`config.mk`:
```
export PLATFORM = sky130hd
export DESIGN_NAME = instr_sequencer_flat
export DESIGN_NICKNAME = d
export VERILOG_FILES = /design/src/rtl/instr_sequencer_if.sv /design/src/rtl/instr_sequencer.sv /design/src/flat_wrapper.sv
export SDC_FILE = /design/constraint.sdc
export NUM_CORES = 1
export LEC_CHECK = 0
export BUFFER_PORTS_ARGS = -buffer_cell sky130_fd_sc_hd__buf_2
export CAP_MARGIN = 25
export CORE_UTILIZATION = 40
export DETAILED_ROUTE_END_ITERATION = 6
export PLACE_DENSITY_LB_ADDON = 0.25
export SETUP_SLACK_MARGIN = 0.5
export SLEW_MARGIN = 20
export SYNTH_ARGS = -nofsm -noshare
export SYNTH_HDL_FRONTEND = slang
export SYNTH_SLANG_ARGS = --single-unit
```
`constraint.sdc`:
```
create_clock -name clk -period 1.8 [get_ports clk]
set_clock_uncertainty 0.1 [all_clocks]
set_input_delay 0.27 -clock clk [delete_from_list [all_inputs] [get_ports clk]]
set_output_delay 0.27 -clock clk [all_outputs]
set_load 0.03 [all_outputs]
```
`src/rtl/instr_sequencer_if.sv`:
```
// Signal bundle between the program sequencer, its host controls,
// the synchronous instruction ROM and the datapath control unit.
interface instr_sequencer_if #(
    parameter int ADDR_W = 8
) ();
    logic              start;
    logic              stop;
    logic              step_mode;
    logic              step;
    logic [ADDR_W-1:0] mem_addr;
    logic [15:0]       mem_data;
    logic [15:0]       instruction;
    logic              run;
    logic              done;
    logic [ADDR_W-1:0] pc;
    logic [15:0]       instr_count;
    logic              busy;
    logic              halted;
    logic              error;

    // Sequencer side
    modport master (
        input  start, stop, step_mode, step, mem_data, done,
        output mem_addr, instruction, run, pc, instr_count, busy, halted, error
    );

    // Host / ROM / control-unit side
    modport slave (
        output start, stop, step_mode, step, mem_data, done,
        input  mem_addr, instruction, run, pc, instr_count, busy, halted, error
    );
endinterface

```
`src/rtl/instr_sequencer.sv`:
```
// Program sequencer: fetches 16-bit words from a synchronous ROM, holds
// run high for the control unit's five-state sequence, retires on done,
// and adds start/stop, single-step, halt-opcode detection and a watchdog.
module instr_sequencer #(
    parameter int ADDR_W    = 8,
    parameter int LAST_ADDR = (1 << ADDR_W) - 1,
    parameter int TIMEOUT   = 15
) (
    input  logic               clk,
    input  logic               reset,
    instr_sequencer_if.master  bus
);
    localparam int                WD_W     = $clog2(TIMEOUT + 1);
    localparam logic [ADDR_W-1:0] LP_LAST  = ADDR_W'(LAST_ADDR);
    localparam logic [WD_W-1:0]   LP_WD_LIM = WD_W'(TIMEOUT - 1);

    typedef enum logic [2:0] {
        S_IDLE, S_FETCH, S_WAIT_MEM, S_ARM, S_RUN, S_DRAIN, S_HALT
    } state_t;

    state_t            r_state;
    state_t            w_state_nxt;
    logic [ADDR_W-1:0] r_pc;
    logic [ADDR_W-1:0] r_mem_addr;
    logic [15:0]       r_instr;
    logic [15:0]       r_instr_count;
    logic [WD_W-1:0]   r_wd;
    logic              r_run;
    logic              r_busy;
    logic              r_halted;
    logic              r_error;
    logic              r_stop_pend;
    logic              r_last;
    logic              w_retire;
    logic              w_wd_expire;
    logic              w_start_ok;
    logic              w_cur_busy;

    // Next-state decode plus the one-cycle retire/expire/start strobes
    always_comb begin
        w_state_nxt = r_state;
        w_retire    = 1'b0;
        w_wd_expire = 1'b0;
        w_cur_busy  = (r_state != S_IDLE) && (r_state != S_HALT);
        w_start_ok  = !w_cur_busy && bus.start;
        case (r_state)
            S_IDLE, S_HALT: if (bus.start) w_state_nxt = S_FETCH;
            S_FETCH:        w_state_nxt = S_WAIT_MEM;
            S_WAIT_MEM:     w_state_nxt = (bus.mem_data[1:0] == 2'b11) ? S_HALT : S_ARM;
            S_ARM:          if (!bus.step_mode || bus.step) w_state_nxt = S_RUN;
            S_RUN: begin
                if (bus.done) begin
                    w_retire    = 1'b1;
                    w_state_nxt = S_DRAIN;
                end else if (r_wd == LP_WD_LIM) begin
                    w_wd_expire = 1'b1;
                    w_state_nxt = S_HALT;
                end
            end
            S_DRAIN: begin
                if (r_last)                         w_state_nxt = S_HALT;
                else if (r_stop_pend || bus.stop)   w_state_nxt = S_IDLE;
                else                                w_state_nxt = S_FETCH;
            end
            default:        w_state_nxt = S_IDLE;
        endcase
    end

    // State, counters and registered outputs; the ROM address is loaded on
    // entry to FETCH so the ROM data is ready during WAIT_MEM
    always_ff @(posedge clk) begin
        if (reset) begin
            r_state       <= S_IDLE;
            r_pc          <= '0;
            r_mem_addr    <= '0;
            r_instr       <= '0;
            r_instr_count <= '0;
            r_wd          <= '0;
            r_run         <= 1'b0;
            r_busy        <= 1'b0;
            r_halted      <= 1'b0;
            r_error       <= 1'b0;
            r_stop_pend   <= 1'b0;
            r_last        <= 1'b0;
        end else begin
            r_state  <= w_state_nxt;
            r_run    <= (w_state_nxt == S_RUN) || (w_state_nxt == S_DRAIN);
            r_busy   <= (w_state_nxt != S_IDLE) && (w_state_nxt != S_HALT);
            r_halted <= (w_state_nxt == S_HALT);

            if (w_start_ok && (r_state == S_HALT)) r_pc <= '0;
            else if (w_retire)                     r_pc <= r_pc + 1'b1;

            if (w_state_nxt == S_FETCH)
                r_mem_addr <= (r_state == S_HALT) ? '0 : r_pc;

            if (r_state == S_WAIT_MEM) r_instr <= bus.mem_data;

            if (w_retire) begin
                r_instr_count <= r_instr_count + 16'd1;
                r_last        <= (r_pc == LP_LAST);
            end

            if (r_state == S_ARM)      r_wd <= '0;
            else if (r_state == S_RUN) r_wd <= r_wd + 1'b1;

            if (w_start_ok)       r_error <= 1'b0;
            else if (w_wd_expire) r_error <= 1'b1;

            if (w_state_nxt == S_IDLE)       r_stop_pend <= 1'b0;
            else if (w_cur_busy && bus.stop) r_stop_pend <= 1'b1;
        end
    end

    assign bus.mem_addr    = r_mem_addr;
    assign bus.instruction = r_instr;
    assign bus.run         = r_run;
    assign bus.pc          = r_pc;
    assign bus.instr_count = r_instr_count;
    assign bus.busy        = r_busy;
    assign bus.halted      = r_halted;
    assign bus.error       = r_error;
endmodule

```
`src/flat_wrapper.sv`:
```
// flat-port wrapper written by rule: the top's interface ports become plain ports
module instr_sequencer_flat 
#(
    parameter int ADDR_W    = 8,
    parameter int LAST_ADDR = (1 << ADDR_W) - 1,
    parameter int TIMEOUT   = 15
)
  (clk, reset, bus_start, bus_stop, bus_step_mode, bus_step, bus_mem_data, bus_done, bus_mem_addr, bus_instruction, bus_run, bus_pc, bus_instr_count, bus_busy, bus_halted, bus_error);
  instr_sequencer_if #(.ADDR_W(ADDR_W)) bus_i ();
  input  logic clk;
  input  logic reset;
  input wire logic [$bits(bus_i.start)-1:0] bus_start;
  input wire logic [$bits(bus_i.stop)-1:0] bus_stop;
  input wire logic [$bits(bus_i.step_mode)-1:0] bus_step_mode;
  input wire logic [$bits(bus_i.step)-1:0] bus_step;
  input wire logic [$bits(bus_i.mem_data)-1:0] bus_mem_data;
  input wire logic [$bits(bus_i.done)-1:0] bus_done;
  output wire logic [$bits(bus_i.mem_addr)-1:0] bus_mem_addr;
  output wire logic [$bits(bus_i.instruction)-1:0] bus_instruction;
  output wire logic [$bits(bus_i.run)-1:0] bus_run;
  output wire logic [$bits(bus_i.pc)-1:0] bus_pc;
  output wire logic [$bits(bus_i.instr_count)-1:0] bus_instr_count;
  output wire logic [$bits(bus_i.busy)-1:0] bus_busy;
  output wire logic [$bits(bus_i.halted)-1:0] bus_halted;
  output wire logic [$bits(bus_i.error)-1:0] bus_error;
  assign bus_i.start = bus_start;
  assign bus_i.stop = bus_stop;
  assign bus_i.step_mode = bus_step_mode;
  assign bus_i.step = bus_step;
  assign bus_i.mem_data = bus_mem_data;
  assign bus_i.done = bus_done;
  assign bus_mem_addr = bus_i.mem_addr;
  assign bus_instruction = bus_i.instruction;
  assign bus_run = bus_i.run;
  assign bus_pc = bus_i.pc;
  assign bus_instr_count = bus_i.instr_count;
  assign bus_busy = bus_i.busy;
  assign bus_halted = bus_i.halted;
  assign bus_error = bus_i.error;
  instr_sequencer #(.ADDR_W(ADDR_W), .LAST_ADDR(LAST_ADDR), .TIMEOUT(TIMEOUT)) u_core (.clk(clk), .reset(reset), .bus(bus_i));
endmodule
```
Yosys cells after proc, flatten, opt, wreduce, memory -nomap -nowiden
Index checks and enable logic that the tools add are counted.
{"block": "classes", "n_addsub": 3, "eq_ne": 15, "muxes": 14, "n_reduce_logical": 19}
{"op": "3-bit equality test (second input constant)", "count": 6}
{"op": "3-bit two-way mux", "count": 6}
{"op": "3-bit case mux with 6 select lines", "count": 1}
{"op": "16-bit by 1-bit adder with 16-bit output (second input constant)", "count": 1}
{"op": "2-bit OR reduction", "count": 5}
{"op": "8-bit by 1-bit adder with 8-bit output (second input constant)", "count": 1}
{"op": "8-bit equality test (second input constant)", "count": 1}
{"op": "8-bit two-way mux", "count": 1}
{"op": "3-bit by 1-bit equality test with 1-bit output (second input constant)", "count": 2}
{"op": "3-bit by 2-bit equality test with 1-bit output (second input constant)", "count": 2}
{"op": "3-bit logical NOT", "count": 2}
{"op": "1-bit two-way mux", "count": 6}
{"op": "3-bit != test (second input constant)", "count": 2}
{"op": "3-bit nonzero test", "count": 2}
{"op": "1-bit logical AND", "count": 5}
{"op": "4-bit by 1-bit adder with 4-bit output (second input constant)", "count": 1}
{"op": "4-bit equality test (second input constant)", "count": 1}
{"op": "1-bit logical OR", "count": 3}
{"op": "2-bit equality test (second input constant)", "count": 1}
{"op": "1-bit logical NOT", "count": 2}
{"block": "totals", "register_bits": 61, "out_inout_bits": 52, "elab_cells": 63}

Depth between registers and ports, before layout
{"block": "logic_depth", "ltp_word": 6, "depth_mapped": 8}

Worst setup path before layout
Ideal clock, no wire load.
{"block": "synth_timing", "path_type": "register to register", "startpoint": "register u_core.r_state[2]", "endpoint": "register u_core.r_mem_addr[0], in the netlist u_core.bus.mem_addr[0]", "setup_ns": 0.072, "arrival_ns": 1.550, "required_time_ns": 1.628, "path_slack_ns": 0.079, "path_stages_with_launch": 8, "n_path_buf": 2, "period_less_slack_ns": 1.721, "path_cell_list": "dfxtp_1 buf_4 and2b_1 a22o_1 nor4_2 nand3b_1 buf_6 mux2i_1"}
{"block": "synth_between", "elab_chain_cells": 4, "elab_cells_between_ends": 15, "classes_between": "eq/ne (7); mux (6); reduce/logical (2)"}
{"element": "start: declaration", "line_no": "instr_sequencer.sv:21", "rtl": "state_t r_state;"}
{"element": "start signal: assignment", "line_no": "instr_sequencer.sv:86", "rtl": "r_state <= w_state_nxt;"}
{"element": "3-bit equality test, or another cell as far along", "line_no": "instr_sequencer.sv:46, instr_sequencer.sv:95"}
{"element": "2-bit OR reduction or 3-bit two-way mux (tied branches)", "line_no": "instr_sequencer.sv:46, instr_sequencer.sv:52"}
{"element": "3-bit case mux with 6 select lines", "line_no": "instr_sequencer.sv:46", "rtl": "case (r_state)"}
{"element": "3-bit by 1-bit equality test with 1-bit output", "line_no": "instr_sequencer.sv:94", "rtl": "if (w_state_nxt == S_FETCH)"}
{"element": "end signal: assignment", "line_no": "instr_sequencer.sv:95", "rtl": "r_mem_addr <= (r_state == S_HALT) ? '0 : r_pc;"}
{"element": "end: declaration", "line_no": "instr_sequencer.sv:24", "rtl": "logic [ADDR_W-1:0] r_mem_addr;"}
Parallel ways exist; a longest one is shown, timed or not.
A chain may end at the register's enable or synchronous reset.

Worst setup path after layout
{"block": "layout_timing", "startpoint": "register u_core.r_state[1]", "endpoint": "register u_core.r_stop_pend"}
{"block": "layout_between", "elab_chain_cells": 5, "elab_cells_between_ends": 19, "classes_between": "eq/ne (7); mux (5); reduce/logical (7)"}
{"element": "3-bit equality test, or another cell as far along", "line_no": "instr_sequencer.sv:46"}
{"element": "2-bit OR reduction or 3-bit two-way mux (tied branches)", "line_no": "instr_sequencer.sv:46, instr_sequencer.sv:52"}
{"element": "3-bit case mux with 6 select lines", "line_no": "instr_sequencer.sv:46"}
{"element": "3-bit logical NOT", "line_no": "instr_sequencer.sv:110", "rtl": "if (w_state_nxt == S_IDLE) r_stop_pend <= 1'b0;"}
{"element": "2-bit OR reduction (no line)"}
{"element": "end signal: assignment", "line_no": "instr_sequencer.sv:83", "rtl": "r_stop_pend <= 1'b0;"}
{"element": "end signal: assignment", "line_no": "instr_sequencer.sv:110"}
{"element": "end signal: assignment", "line_no": "instr_sequencer.sv:111", "rtl": "else if (w_cur_busy && bus.stop) r_stop_pend <= 1'b1;"}
{"element": "end: declaration", "line_no": "instr_sequencer.sv:32", "rtl": "logic r_stop_pend;"}
Parallel ways exist; a longest one is shown, timed or not.

==> summary.txt <==
Clock tree
  • Root buf cell: clkbuf_8
  • Clock latency on the worst-skew pair: 340 ps
  • Max Root-Sink Buffers: 2
  • Worst-path clk slew: 70 ps
  • Clock Sinks: 61
  • Hold_buf cts: 0
  • Total CTS buffers: 9
  • TritonCTS clock tree: built
  • Maximum level of the CTS H-tree: 3

Yosys
  • Synth Cell Area: 0.00268 sq mm
  • Net count of the mapped netlist: 325
  • Most frequent cell after synthesis: dfxtp_1
  • Most common library cells after synthesis: 61 x dfxtp_1, 56 x nand2_1, 29 x a21oi_1
  • Post-synthesis average cell area: 8.99 sq um
  • Leading register cell type out of synthesis: dfxtp_1
  • Proportion of synthesized chip area in sequential cells: 45.6%
  • Share of async-settable or async-resettable flops after synthesis: 0%
  • Number of synthesized flops with an enable pin: 0
  • Distinct cell type count after synthesis: 43
  • Number of flip-flops and latches in the synthesized netlist: 61
  • Post-synthesis cell type with the largest combined area: dfxtp_1
  • Gate count after technology mapping: 298
  • Number of warnings reported in the yosys synthesis log: 0
  • Area contributors post-synth: dfxtp_1 46%, nand2_1 7.8%, a21oi_1 5.4%
  • Top cell type's share of synthesized area: 45.6%

Critical path
  • Cell type group with the largest total delay on the critical path: simple AND/OR/NAND/NOR gates
  • Launching element type of the critical path: register
  • Delay of the slowest critical-path stage: 380 ps
  • Crit path buffers/inverters: 3
  • Critical path start-end classification: register to register
  • Max stage delay cell, worst path: dfxtp_4
  • Chain of cells forming the critical path: and2b_2 -> nor4b_4 -> nor4_2 -> buf_4 -> buf_6 -> buf_6 -> a311oi_2
  • Worst EP arrival: 1930 ps
  • Setup slack of the most critical reg-to-reg path: 30 ps
  • Critical path's most frequent cell: buf_6
  • Required time of the worst setup path: 1950 ps
  • Peak fanout along the critical path: 6
  • CP Capture Type: register

Run status
  • Violations in the final reports: design-rule violations
  • Run status: finished with violations

Place
  • Final HPWL DP: 4140 um
  • Instance count after placement with tap cells included: 459
  • Post-Place Cell Area: 0.00331 sq mm
  • Input/output buffers: 74
  • Routability congestion estimate from global placement: 0.803

Timing
  • Period utilization: 98.6%
  • Final setup viols: 0
  • Final Max Tran Viols: 0
  • Worst slew pin tran: 384 ps
  • Tightest hold margin: 59.6 ps
  • Min Tclk post-route: 1770 ps
  • RSZ-0062 raised after global routing: true
  • Count of endpoints failing hold in the final timing report: 0
  • Worst-case headroom to the max-slew limit: 74.4%
  • F_max: 0.563 GHz

Power and ir drop
  • Leak pwr: 1.77 nW
  • Switching fraction of total power: 27.2%
  • Total power per unit cell area: 903 mW/mm^2
  • Net Switching: 0.000996 W
  • Peak ir drop on the vdd network: 0.581 mV
  • Relative contribution of sequential cells to total power: 39.3%
  • Overall Power: 0.00367 W
  • Internal Power: 0.00267 W
  • Combinational power share: 21.7%
  • Relative contribution of the clock network to total power: 39.0%

Detailed routing
  • Via count: 2403
  • Total routed wirelength: 6480 um
  • Detail-routed via count per cell: 4.90
  • Detailed Routing Iterations Pass 1: 6
  • Remaining design rule violation count: 4
  • Number of nets with antenna violations after detailed routing: 0
  • Detailed router's first-iteration violation count: 110
  • Routed length per placed instance: 13.2 um

GRT
  • Largest net degree at the start of global routing: 23
  • Number of antenna violations at the first check in global routing: 0
  • Number of global-route vias before repair: 2279
  • First-pass GRT wire length: 10600 um
  • Total grt overflow: 0
  • GRT Util Overall: 19.1%

Die
  • Die H: 83.8 um
  • Number of rows in the core area: 29
  • IO Pins: 75
  • Overall die width: 83.8 um
  • Std-Cell Core Area: 0.00642 sq mm
  • Die outline area: 0.00703 sq mm
  • Initial Util: 41.7%

Finish
  • Area grow syn2layout: 51.7%
  • Non-Filler Cell Area, Final: 0.00406 sq mm
  • Final core occ: 63.3%
  • Share of post-route cells with drive strength above 1: 50.6%
  • Number of nets in the final layout: 436
  • Count of placed standard cells in the final layout, fillers left out: 490
  • Ant. Diodes: 0

Flow run
  • Number of max-cap violations: 0

Hold path
  • Min-delay worst type: primary input to register
## path summary, 6_finish.rpt
| kind | startpoint | endpoint | cells past startpoint |
|---|---|---|---|
| worst min register to register | u_core.bus.instruction[11] | u_core.bus.instruction[11] | 2 |
| worst min-delay path | bus_mem_data[11] | u_core.bus.instruction[11] | 3 |
| worst max register to register | u_core.r_state[1] | u_core.r_stop_pend | 7 |
| worst max-delay path | u_core.r_state[1] | u_core.r_stop_pend | 7 |
## state kept, by name, summed over array words and instances (netlist names)
name / cells
u_core.bus.busy: 1
u_core.bus.error: 1
u_core.bus.halted: 1
u_core.bus.instr_count: 16
u_core.bus.instruction: 16
u_core.bus.mem_addr: 8
u_core.bus.pc: 8
u_core.bus.run: 1
u_core.r_last: 1
u_core.r_state: 3
u_core.r_stop_pend: 1
u_core.r_wd: 4
## cell families after synthesis
group | count (synthesis) | share of synthesized area (%)
xor+xnor | 20 | 6.54
simple gates | 140 | 28.2
flops | 61 | 45.6
buf+inv | 20 | 4.34
mux | 10 | 3.74
fa+ha+maj | 4 | 1.87
compound gates | 43 | 9.72
## power groups by stage
stage | clock network (W) | registers (W) | logic [W]
floorplan | 0 | 0.00154 | 0.000344
global placement | 0 | 0.00148 | 0.000597
detailed placement | 0 | 0.00148 | 0.000601
CTS | 0.00146 | 0.00144 | 0.000636
global route | 0.00152 | 0.00145 | 0.000854
finish | 0.00143 | 0.00144 | 0.000794
## cells in the final DEF, fill, tap and decap left out, types with 5 or more instances in the layout
| master | n |
|---|---|
| inv_1 | 5 |
| mux2i_1 | 10 |
| buf_6 | 19 |
| nand2_2 | 7 |
| dfxtp_2 | 17 |
| nand2_1 | 48 |
| buf_2 | 52 |
| dfxtp_4 | 8 |
| dfxtp_1 | 36 |
| clkbuf_8 | 12 |
| xor2_1 | 12 |
| a21oi_1 | 24 |
| nor2_1 | 23 |
| buf_4 | 40 |
| nand2b_1 | 9 |
| nand4_1 | 6 |
## per-stage QoR
stage | setup WS [ps] | setup TNS [ps]
after detailed placement | -15.8 | -46.8
after global placement | 39.1 | 0
after floorplan | 93.7 | 0
after CTS | 91.4 | 0
after global routing | -30.1 | -71.0
final | 25.2 | 0
## repair_timing
action                                 in CTS  in global routing
pin swaps                                   7                 19
gates cloned                                0                  0
setup endpoints to repair                  76                 74
endpoints found under the hold margin       0                  0
resized for setup                          51                 74
setup buffers                               9                  7
## per-layer routing
metal  global-route usage, %  vias up  wire length [um]
met4                    7.52        0                85
met3                    4.55        8               241
met1                    24.7     1115              3060
met2                    30.6       44              3090
met5                       0        -                 0
li1                        -     1236                 -
## layout make-up
cell class / instances / area (sq um)
Inverter: 5 / 18.8
Clock buffer: 12 / 165
Fill cell: 537 / 2360
Multi-Input combinational cell: 217 / 1610
Tap cell: 77 / 96.3
Sequential cell: 61 / 1270
Clock inverter: 3 / 67.6
Timing Repair Buffer: 115 / 832
## tightest hold or removal path, stage by stage
cell	delay (ps)
buf_2	100
nand2_1	40
a21oi_1	50
Note: power is estimated with default switching activity, not from simulation.
